**src/rtl/proc_pkg.sv**
```systemverilog
// Shared constants for the processor control path: opcodes, sequencer states
// and instruction field positions used by the controller, bus mux and datapath.
package proc_pkg;

   localparam int DATA_W  = 16;
   localparam int NUM_REGS = 8;
   localparam int IR_W    = 9;

   localparam int OP_MSB = 8;
   localparam int OP_LSB = 6;
   localparam int RX_MSB = 5;
   localparam int RX_LSB = 3;
   localparam int RY_MSB = 2;
   localparam int RY_LSB = 0;

   localparam logic [2:0] OP_MV  = 3'b000;
   localparam logic [2:0] OP_MVI = 3'b001;
   localparam logic [2:0] OP_ADD = 3'b010;
   localparam logic [2:0] OP_SUB = 3'b011;

   typedef enum logic [1:0] {
      S_IDLE = 2'd0,
      S_T1   = 2'd1,
      S_T2   = 2'd2,
      S_T3   = 2'd3
   } state_t;

   function automatic logic [2:0] ir_op(input logic [IR_W-1:0] ir);
      return ir[OP_MSB:OP_LSB];
   endfunction

   function automatic logic [2:0] ir_rx(input logic [IR_W-1:0] ir);
      return ir[RX_MSB:RX_LSB];
   endfunction

   function automatic logic [2:0] ir_ry(input logic [IR_W-1:0] ir);
      return ir[RY_MSB:RY_LSB];
   endfunction

   // add and sub are the only three-slot instructions
   function automatic logic is_alu_op(input logic [2:0] op);
      return (op == OP_ADD) || (op == OP_SUB);
   endfunction

endpackage

```
**src/rtl/dec3to8.sv**
```systemverilog
// 3-bit binary to one-hot-8 decoder with enable; drives the register load enables.
module dec3to8 (
   input  logic       en,
   input  logic [2:0] sel,
   output logic [7:0] y
);

   always_comb begin
      y = 8'h00;
      if (en) begin
         y[sel] = 1'b1;
      end
   end

endmodule

```
**src/rtl/proc_control_fsm.sv**
```systemverilog
// Instruction sequencer: captures a 9-bit instruction and steps T1..T3, driving
// bus-source selects and load enables. Outputs are flopped copies of the decode
// of the next state/ir, so each output is a pure function of the current state.
module proc_control_fsm
   import proc_pkg::*;
(
   input  logic        clk,
   input  logic        rst,
   input  logic        run,
   input  logic [15:0] din,
   output logic [2:0]  rout,
   output logic        din_en,
   output logic        gout,
   output logic [7:0]  rin,
   output logic        ain,
   output logic        gin,
   output logic        addsub,
   output logic        done,
   output logic        busy
);

   state_t            state_q, state_d;
   logic [IR_W-1:0]   ir_q, ir_d;

   logic [2:0]        rout_q, rout_d;
   logic              din_en_q, din_en_d;
   logic              gout_q, gout_d;
   logic [7:0]        rin_q, rin_d;
   logic              ain_q, ain_d;
   logic              gin_q, gin_d;
   logic              addsub_q, addsub_d;
   logic              done_q, done_d;
   logic              busy_q, busy_d;
   logic              rin_en_d;

   logic [2:0]        op_d, rx_d, ry_d;
   logic              unused_din;

   assign unused_din = ^din[15:9];

   always_comb begin
      state_d = state_q;
      ir_d    = ir_q;
      unique case (state_q)
         S_IDLE: begin
            if (run) begin
               ir_d    = din[IR_W-1:0];
               state_d = S_T1;
            end
         end
         S_T1:    state_d = is_alu_op(ir_op(ir_q)) ? S_T2 : S_IDLE;
         S_T2:    state_d = S_T3;
         S_T3:    state_d = S_IDLE;
         default: state_d = S_IDLE;
      endcase
   end

   assign op_d = ir_op(ir_d);
   assign rx_d = ir_rx(ir_d);
   assign ry_d = ir_ry(ir_d);

   // Decode what the outputs must be once state_d/ir_d become current.
   always_comb begin
      rout_d   = 3'd0;
      din_en_d = 1'b0;
      gout_d   = 1'b0;
      rin_en_d = 1'b0;
      ain_d    = 1'b0;
      gin_d    = 1'b0;
      addsub_d = 1'b0;
      done_d   = 1'b0;
      busy_d   = (state_d != S_IDLE);
      unique case (state_d)
         S_T1: begin
            unique case (op_d)
               OP_MV: begin
                  rout_d   = ry_d;
                  rin_en_d = 1'b1;
                  done_d   = 1'b1;
               end
               OP_MVI: begin
                  din_en_d = 1'b1;
                  rin_en_d = 1'b1;
                  done_d   = 1'b1;
               end
               OP_ADD, OP_SUB: begin
                  rout_d = rx_d;
                  ain_d  = 1'b1;
               end
               default: done_d = 1'b1;
            endcase
         end
         S_T2: begin
            rout_d   = ry_d;
            gin_d    = 1'b1;
            addsub_d = op_d[0];
         end
         S_T3: begin
            gout_d   = 1'b1;
            rin_en_d = 1'b1;
            done_d   = 1'b1;
         end
         default: ;
      endcase
   end

   dec3to8 u_rin_dec (
      .en  (rin_en_d),
      .sel (rx_d),
      .y   (rin_d)
   );

   always_ff @(posedge clk or posedge rst) begin
      if (rst) begin
         state_q  <= S_IDLE;
         ir_q     <= '0;
         rout_q   <= 3'd0;
         din_en_q <= 1'b0;
         gout_q   <= 1'b0;
         rin_q    <= 8'h00;
         ain_q    <= 1'b0;
         gin_q    <= 1'b0;
         addsub_q <= 1'b0;
         done_q   <= 1'b0;
         busy_q   <= 1'b0;
      end else begin
         state_q  <= state_d;
         ir_q     <= ir_d;
         rout_q   <= rout_d;
         din_en_q <= din_en_d;
         gout_q   <= gout_d;
         rin_q    <= rin_d;
         ain_q    <= ain_d;
         gin_q    <= gin_d;
         addsub_q <= addsub_d;
         done_q   <= done_d;
         busy_q   <= busy_d;
      end
   end

   assign rout   = rout_q;
   assign din_en = din_en_q;
   assign gout   = gout_q;
   assign rin    = rin_q;
   assign ain    = ain_q;
   assign gin    = gin_q;
   assign addsub = addsub_q;
   assign done   = done_q;
   assign busy   = busy_q;

endmodule

```
**config.mk**
```make
export PLATFORM = sky130hd
export DESIGN_NAME = proc_control_fsm
export DESIGN_NICKNAME = d
export VERILOG_FILES = /design/src/rtl/proc_pkg.sv /design/src/rtl/dec3to8.sv /design/src/rtl/proc_control_fsm.sv
export SDC_FILE = /design/constraint.sdc
export NUM_CORES = 1
export LEC_CHECK = 0
export ABC_AREA = 1
export BUFFER_PORTS_ARGS = -buffer_cell sky130_fd_sc_hd__buf_2
export CAP_MARGIN = 15
export CORE_ASPECT_RATIO = 0.75
export CORE_MARGIN = 3
export CORE_UTILIZATION = 49
export CTS_CLUSTER_DIAMETER = 60
export DETAILED_ROUTE_END_ITERATION = 7
export PLACE_DENSITY = 0.8
export SYNTH_ARGS = -nofsm -noshare
export SYNTH_HDL_FRONTEND = slang
export SYNTH_SLANG_ARGS = --single-unit
```
**constraint.sdc**
```tcl
create_clock -name clk -period 2 [get_ports clk]
set_clock_uncertainty 0.1 [all_clocks]
set_input_delay 0.4 -clock clk [delete_from_list [all_inputs] [get_ports clk]]
set_output_delay 0.4 -clock clk [all_outputs]
set_load 0.01 [all_outputs]
```
---- Yosys cells after proc, flatten, opt, wreduce, memory -nomap -nowiden ----
Index checks and enable logic that the tools add are counted.
storage, ports and cells
  output and inout port bits .............. 18
  bits in registers ....................... 29
  logic and storage cells ................. 52
cells by class
  reduce and logical (&&, ||, !) cells .... 7
  muxes and demuxes ....................... 21
  eq/ne operators ......................... 11
  $lt $le $gt $ge ......................... 2
operator list
  kind                                                               count
  two-way mux 9 bit                                                  2
  == test 3 x 2 -> 1 bit, second input constant                      4
  one-hot mux 3 bit (2 select lines)                                 2
  two-way mux 1 bit                                                  10
  == test 2 bit, second input constant                               4
  two-way mux 8 bit                                                  1
  one-hot mux 2 bit (4 select lines)                                 1
  == test 2 x 1 -> 1 bit, second input constant                      2
  < comparator 3 x 4 -> 1 bit, second input constant                 1
  two-way mux 2 bit                                                  2
  one-hot mux 1 bit (2 select lines)                                 2
  OR reduction 2 bit                                                 2
  demux 1 bit (select 3 bit)                                         1
  == test 3 x 1 -> 1 bit, second input constant                      1
  greater-or-equal comparator 3 x 1 -> 1 bit, second input constant  1
  logical NOT 3 bit                                                  1
  logical NOT 2 bit                                                  1
  nonzero test 2 bit                                                 1
  logical AND 1 bit                                                  1
  logical OR 1 bit                                                   1

---- Longest topological paths before layout ----
  word-level depth ........................ 7
  gate-level depth with buffers ........... 11

---- Cells and area by module ----
Synthesis repeated with hierarchy kept, for this count alone.
unflattened totals
  cell total of the unflattened synthesis .. 117
  area total of the unflattened synthesis .. 1,187.4 um^2
modules (own cells, without submodules)
  module            cells each  area each (um^2)  instances  sequential area each (um^2)
  proc_control_fsm  100         1,123.6           1          725.7
  dec3to8           17          63.8              1          0.0

---- Worst setup path before layout ----
No wires, ideal clock.
  kind .................................... register to register
  start ................................... register state_q[1]
  end ..................................... register rin_q[0] (netlist: rin[0])
  data arrival time ....................... 1.490 ns
  cell stages (with the launch flop) ...... 11
  library setup time ...................... 0.072 ns
  data required time ...................... 1.828 ns
  path slack .............................. 0.338 ns
  period minus slack after synthesis ...... 1.662 ns
  cells stage by stage .................... dfrtp_1 > inv_1 > nor2_1 > a31oi_1 > ha_1 > inv_1 > nor2_2 > nand2_1 > nand2_2 > nand3_1 > nor2_1
on the way
  longest elaborated chain between the ends .. 7
  elaborated cells on any way between the ends .. 20
RTL lines
  what                                                                              RTL line                               text
  start, declared                                                                   proc_control_fsm.sv:22                 state_t state_q, state_d;
  start signal, assigned                                                            proc_control_fsm.sv:127                state_q <= state_d;
  logical NOT 2 bit                                                                 proc_control_fsm.sv:44                 unique case (state_q)
  two-way mux 9 bit                                                                 proc_control_fsm.sv:44
  < comparator 3 x 4 -> 1 bit (not written as such) (tied with other cells)         dec3to8.sv:11                          y[sel] = 1'b1;
  logical AND 1 bit (not written as such) or OR reduction 2 bit (tied branches)     -
  two-way mux 1 bit, on equally long branches                                       dec3to8.sv:11, proc_control_fsm.sv:75
  demux 1 bit (select 3 bit) or one-hot mux 1 bit (2 select lines) (tied branches)  -
  two-way mux 8 bit *                                                               dec3to8.sv:10                          if (en) begin
  named net rin_d[0]                                                                proc_control_fsm.sv:28                 logic [7:0] rin_q, rin_d;
  end signal, assigned                                                              proc_control_fsm.sv:132                rin_q <= rin_d;
  end, declared                                                                     proc_control_fsm.sv:28
The timed path passes the listed nets; every way through them passes the cells marked *.

---- Final worst setup path ----
  start ................................... register state_q[0]
  end ..................................... register rin_q[1] (netlist: rin[1])
The elaborated chain is that of the path after synthesis.

==> metrics.md <==
| Metric | Value |
|---|---|
| Min Hold Slack | `33.6 ps` |
| Tot GR Track Use | `between 10% and 20%` |
| GRT Max-Usage Layer | `met2` |
| Power share of the combinational group | `a little over two fifths` |
| Inst Count DP | `177` |
| CP peak stage delay | `470 ps` |
| Die H | `between 40 and 50 um` |
| Final Power | `2.24 mW` |
| Post-DR vias/cell | `4.62` |
| Sequential share of the synthesized area | `61.4%` |
| Die W | `62.7 um` |
| Initial antenna violation count | `0` |
| M1 GR Usage | `21.3%` |
| I/O Buffers | `29` |
| Final std cells w/o fill | `roughly 190` |
| 1st-pass router iterations | `4` |
| Initial core utilization | `around 55%` |
| Number of cell rows | `14` |
| Syn nets | `137` |
| Yosys top cell by area | `dfrtp_1` |
| Root Buffer | `clkbuf_4` |
| Synthesized area | `~1200 um2` |
| Post-DR wirelength/cell | `between 10 and 15 um` |
| Pint | `approximately 1.3 mW` |
| Peak Freq | `530 MHz` |
| # fillers | `between 150 and 200` |
| CP max-delay cell | `dfrtp_2` |
| WP buf/inv | `2` |
| GP Congestion | `approximately 0.76` |
| Worst-margin pin slew | `356 ps` |
| CP Depth | `10` |
| Maximum VDD drop | `0.683 mV` |
| HP Class | `in2async` |
| Sw Pwr | `between 0.9 and 1 mW` |
| Ys Warns | `0` |
| Post-synth EDFFs | `0` |
| Clk pwr share | `17.5%` |
| CTS Buf Count | `5` |
| DRT iter0 DRCs | `15` |
| Post-synthesis register bit count | `29` |
| Residual DRC | `0` |
| Area of the multi-input gates | `392 um2` |
| Top-Level Pins | `37` |
| Die area | `3040 um2` |
| Vias in the first global route | `860` |
| Most frequent cells after synthesis | `29 x dfrtp_1, 23 x nand2_1, 15 x inv_1` |
| Synth area leaders | `dfrtp_1 61%, nand2_1 7.3%, inv_1 4.8%` |
| Grt met3 use | `5.32%` |
| WS Path Type | `reg2reg` |
| Unique masters post-synth | `19` |
| Average size of a mapped cell | `10.3 um2` |
| Core area | `between 2000 and 2500 um2` |
| Area Overhead vs Synth | `25.1%` |
| Yosys top cell area share | `61.4%` |
| Antenna viol nets, final | `0` |
| Final hold vios | `0` |
| H-tree levels | `2` |
| Setup violators final | `0` |
| Cells after Synth | `around 120` |
| Flip-flop and latch area | `roughly 730 um2` |
| Worst R2R Path Depth | `10` |
| Required @ worst endpoint | `roughly 2200 ps` |
| Max-cap violations | `0` |
| Later-pin clock latency in the skew report | `about 320 ps` |
| Ys flop type | `dfrtp_1` |
| GR met2 Demand/Resource | `25.3%` |
| Switching Share | `40.8%` |
| CTS tree | `done` |
| CP max FO | `4` |
| DR vias | `864` |
| HPWL after DPL | `1.71 mm` |
| Max transition margin | `roughly three quarters` |
| First-pass GRT wire length | `3.87 mm` |
| Endpoint class of the critical path | `flop` |
| Clock-pin slew on the worst setup and hold paths | `approximately 90 ps` |
| CP Data Arrival Time | `2040 ps` |
| Fin crit period | `1890 ps` |
| Worst-path cell chain | `inv_4 -> nor2_1 -> a31oi_2 -> ha_2 -> inv_1 -> nor2_2 -> nand2_1 -> nand2_2 -> nand3_1 -> nor2_1` |
| Clock sink total | `29` |
| Static Leakage | `between 0.8 and 0.9 nW` |
| Critical Path Most Common Cell | `nor2_1` |
| Largest net degree at the start of global routing | `30` |
| Clock Tree Buf Depth | `2` |
| Sequential share of power | `39.4%` |
| Async SR Flop Fraction | `100%` |
| Startpoint types | `flop` |
| Crit share post-route | `between 90% and 100%` |
| Ant diodes | `0` |
| Most common cell in the netlist | `dfrtp_1` |
| Final Max Tran Viols | `0` |
| PD cells | `1520 nW/um2` |
| Total grt overflow | `0` |
| Largest delay contributor family on the critical path | `simple AND/OR/NAND/NOR gates` |
| Drt total wl | `~2.3 mm` |
| Share of cells above drive strength 1 | `39.4%` |
| Run status | `complete, no violations` |
| Final net count | `around 180` |
| Fin util | `69.1%` |
worst register-to-register path, cell delays in order (launching register included):
cell	delay (ps)
dfrtp_2	470
inv_4	110
nor2_1	60
a31oi_2	240
ha_2	230
inv_1	80
nor2_2	140
nand2_1	100
nand2_2	100
nand3_1	100
nor2_1	110
flip-flops by register name (all words and copies together), names as in the netlist:
register,count
addsub,1
ain,1
busy,1
din_en,1
done,1
gin,1
gout,1
ir_q,9
rin,8
rout,3
state_q,2
path summary, 6_finish.rpt:
path / endpoint / slack [ps] / from
setup / recovery: rin[1]$_DFF_PP0_ / 110 / state_q[0]$_DFF_PP0_
hold / removal: gin$_DFF_PP0_ / 30 / rst
setup reg to reg: rin[1]$_DFF_PP0_ / 110 / state_q[0]$_DFF_PP0_
hold reg to reg: ir_q[2]$_DFF_PP0_ / 400 / ir_q[2]$_DFF_PP0_
max in group asynchronous: state_q[0]$_DFF_PP0_ / 1480 / rst
min in group clk: ir_q[0]$_DFF_PP0_ / 240 / din[0]
power groups by stage:
stage	Clock, mW	Combinational (mW)	Sequential, mW
final	0.393	0.963	0.883
after global placement	0	0.855	0.874
after floorplan	0	0.578	0.935
after global routing	0.431	1.08	0.906
after detailed placement	0	0.903	0.884
after CTS	0.406	0.907	0.874
routing by layer:
metal  vias to the layer above  share of wire, %
met4                         0               1.8
met3                         5               5.7
met1                       404                45
met5                         -                 0
li1                        428                 -
met2                        27                47
stage by stage:
step / worst slack, ps / setup TNS [ps] / area (um2)
final: 111 / 0 / 1480
after global routing: -45.6 / -249 / 1480
after CTS: 14.0 / 0 / 1440
after detailed placement: 44.1 / 0 / 1370
after global placement: 181 / 0 / 1370
after floorplan: 338 / 0 / 1180
what timing repair did:
item	in CTS	in global routing
buffers inserted	0	2
gates resized for setup	0	7
hold buffers	0	0
setup endpoints to repair	0	11
layout by cell type (no fill, tap or decap), types with 2 or more instances in the layout:
| cell type | synthesis | final |
|---|---|---|
| nand3_1 | 9 | 9 |
| nor2_4 | 1 | 2 |
| inv_2 | 4 | 3 |
| nand3_4 | 2 | 2 |
| o21ai_1 | 2 | 2 |
| nand2_1 | 23 | 23 |
| a21oi_1 | 3 | 3 |
| buf_2 | 0 | 29 |
| clkbuf_8 | 0 | 2 |
| nand2_2 | 3 | 3 |
| nor2_2 | 1 | 2 |
| clkbuf_4 | 0 | 5 |
| dfrtp_1 | 29 | 28 |
| inv_1 | 15 | 15 |
| nor2_1 | 13 | 11 |
| buf_4 | 0 | 4 |
| ha_1 | 3 | 2 |
| nand2_4 | 2 | 2 |
kinds of logic (layout without fill, tap and decap cells):
family | count (synthesis) | after routing | synth area share (%)
AO/OA/AOI/OAI | 8 | 8 | 3.81
adder cells (fa/ha/maj) | 3 | 3 | 3.18
buffers and inverters | 20 | 60 | 6.99
flip-flops | 29 | 29 | 61.4
AND/OR/NAND/NOR | 55 | 55 | 24.6
cell type report:
class	instances	share of cell area, %
Tap cell	32	2.71
Timing Repair Buffer	33	11.9
Inverter	19	5.00
Sequential cell	29	49.2
Clock inverter	1	0.339
Clock buffer	7	4.40
Multi-Input combinational cell	66	26.5
(Power assumes the default switching activity.)
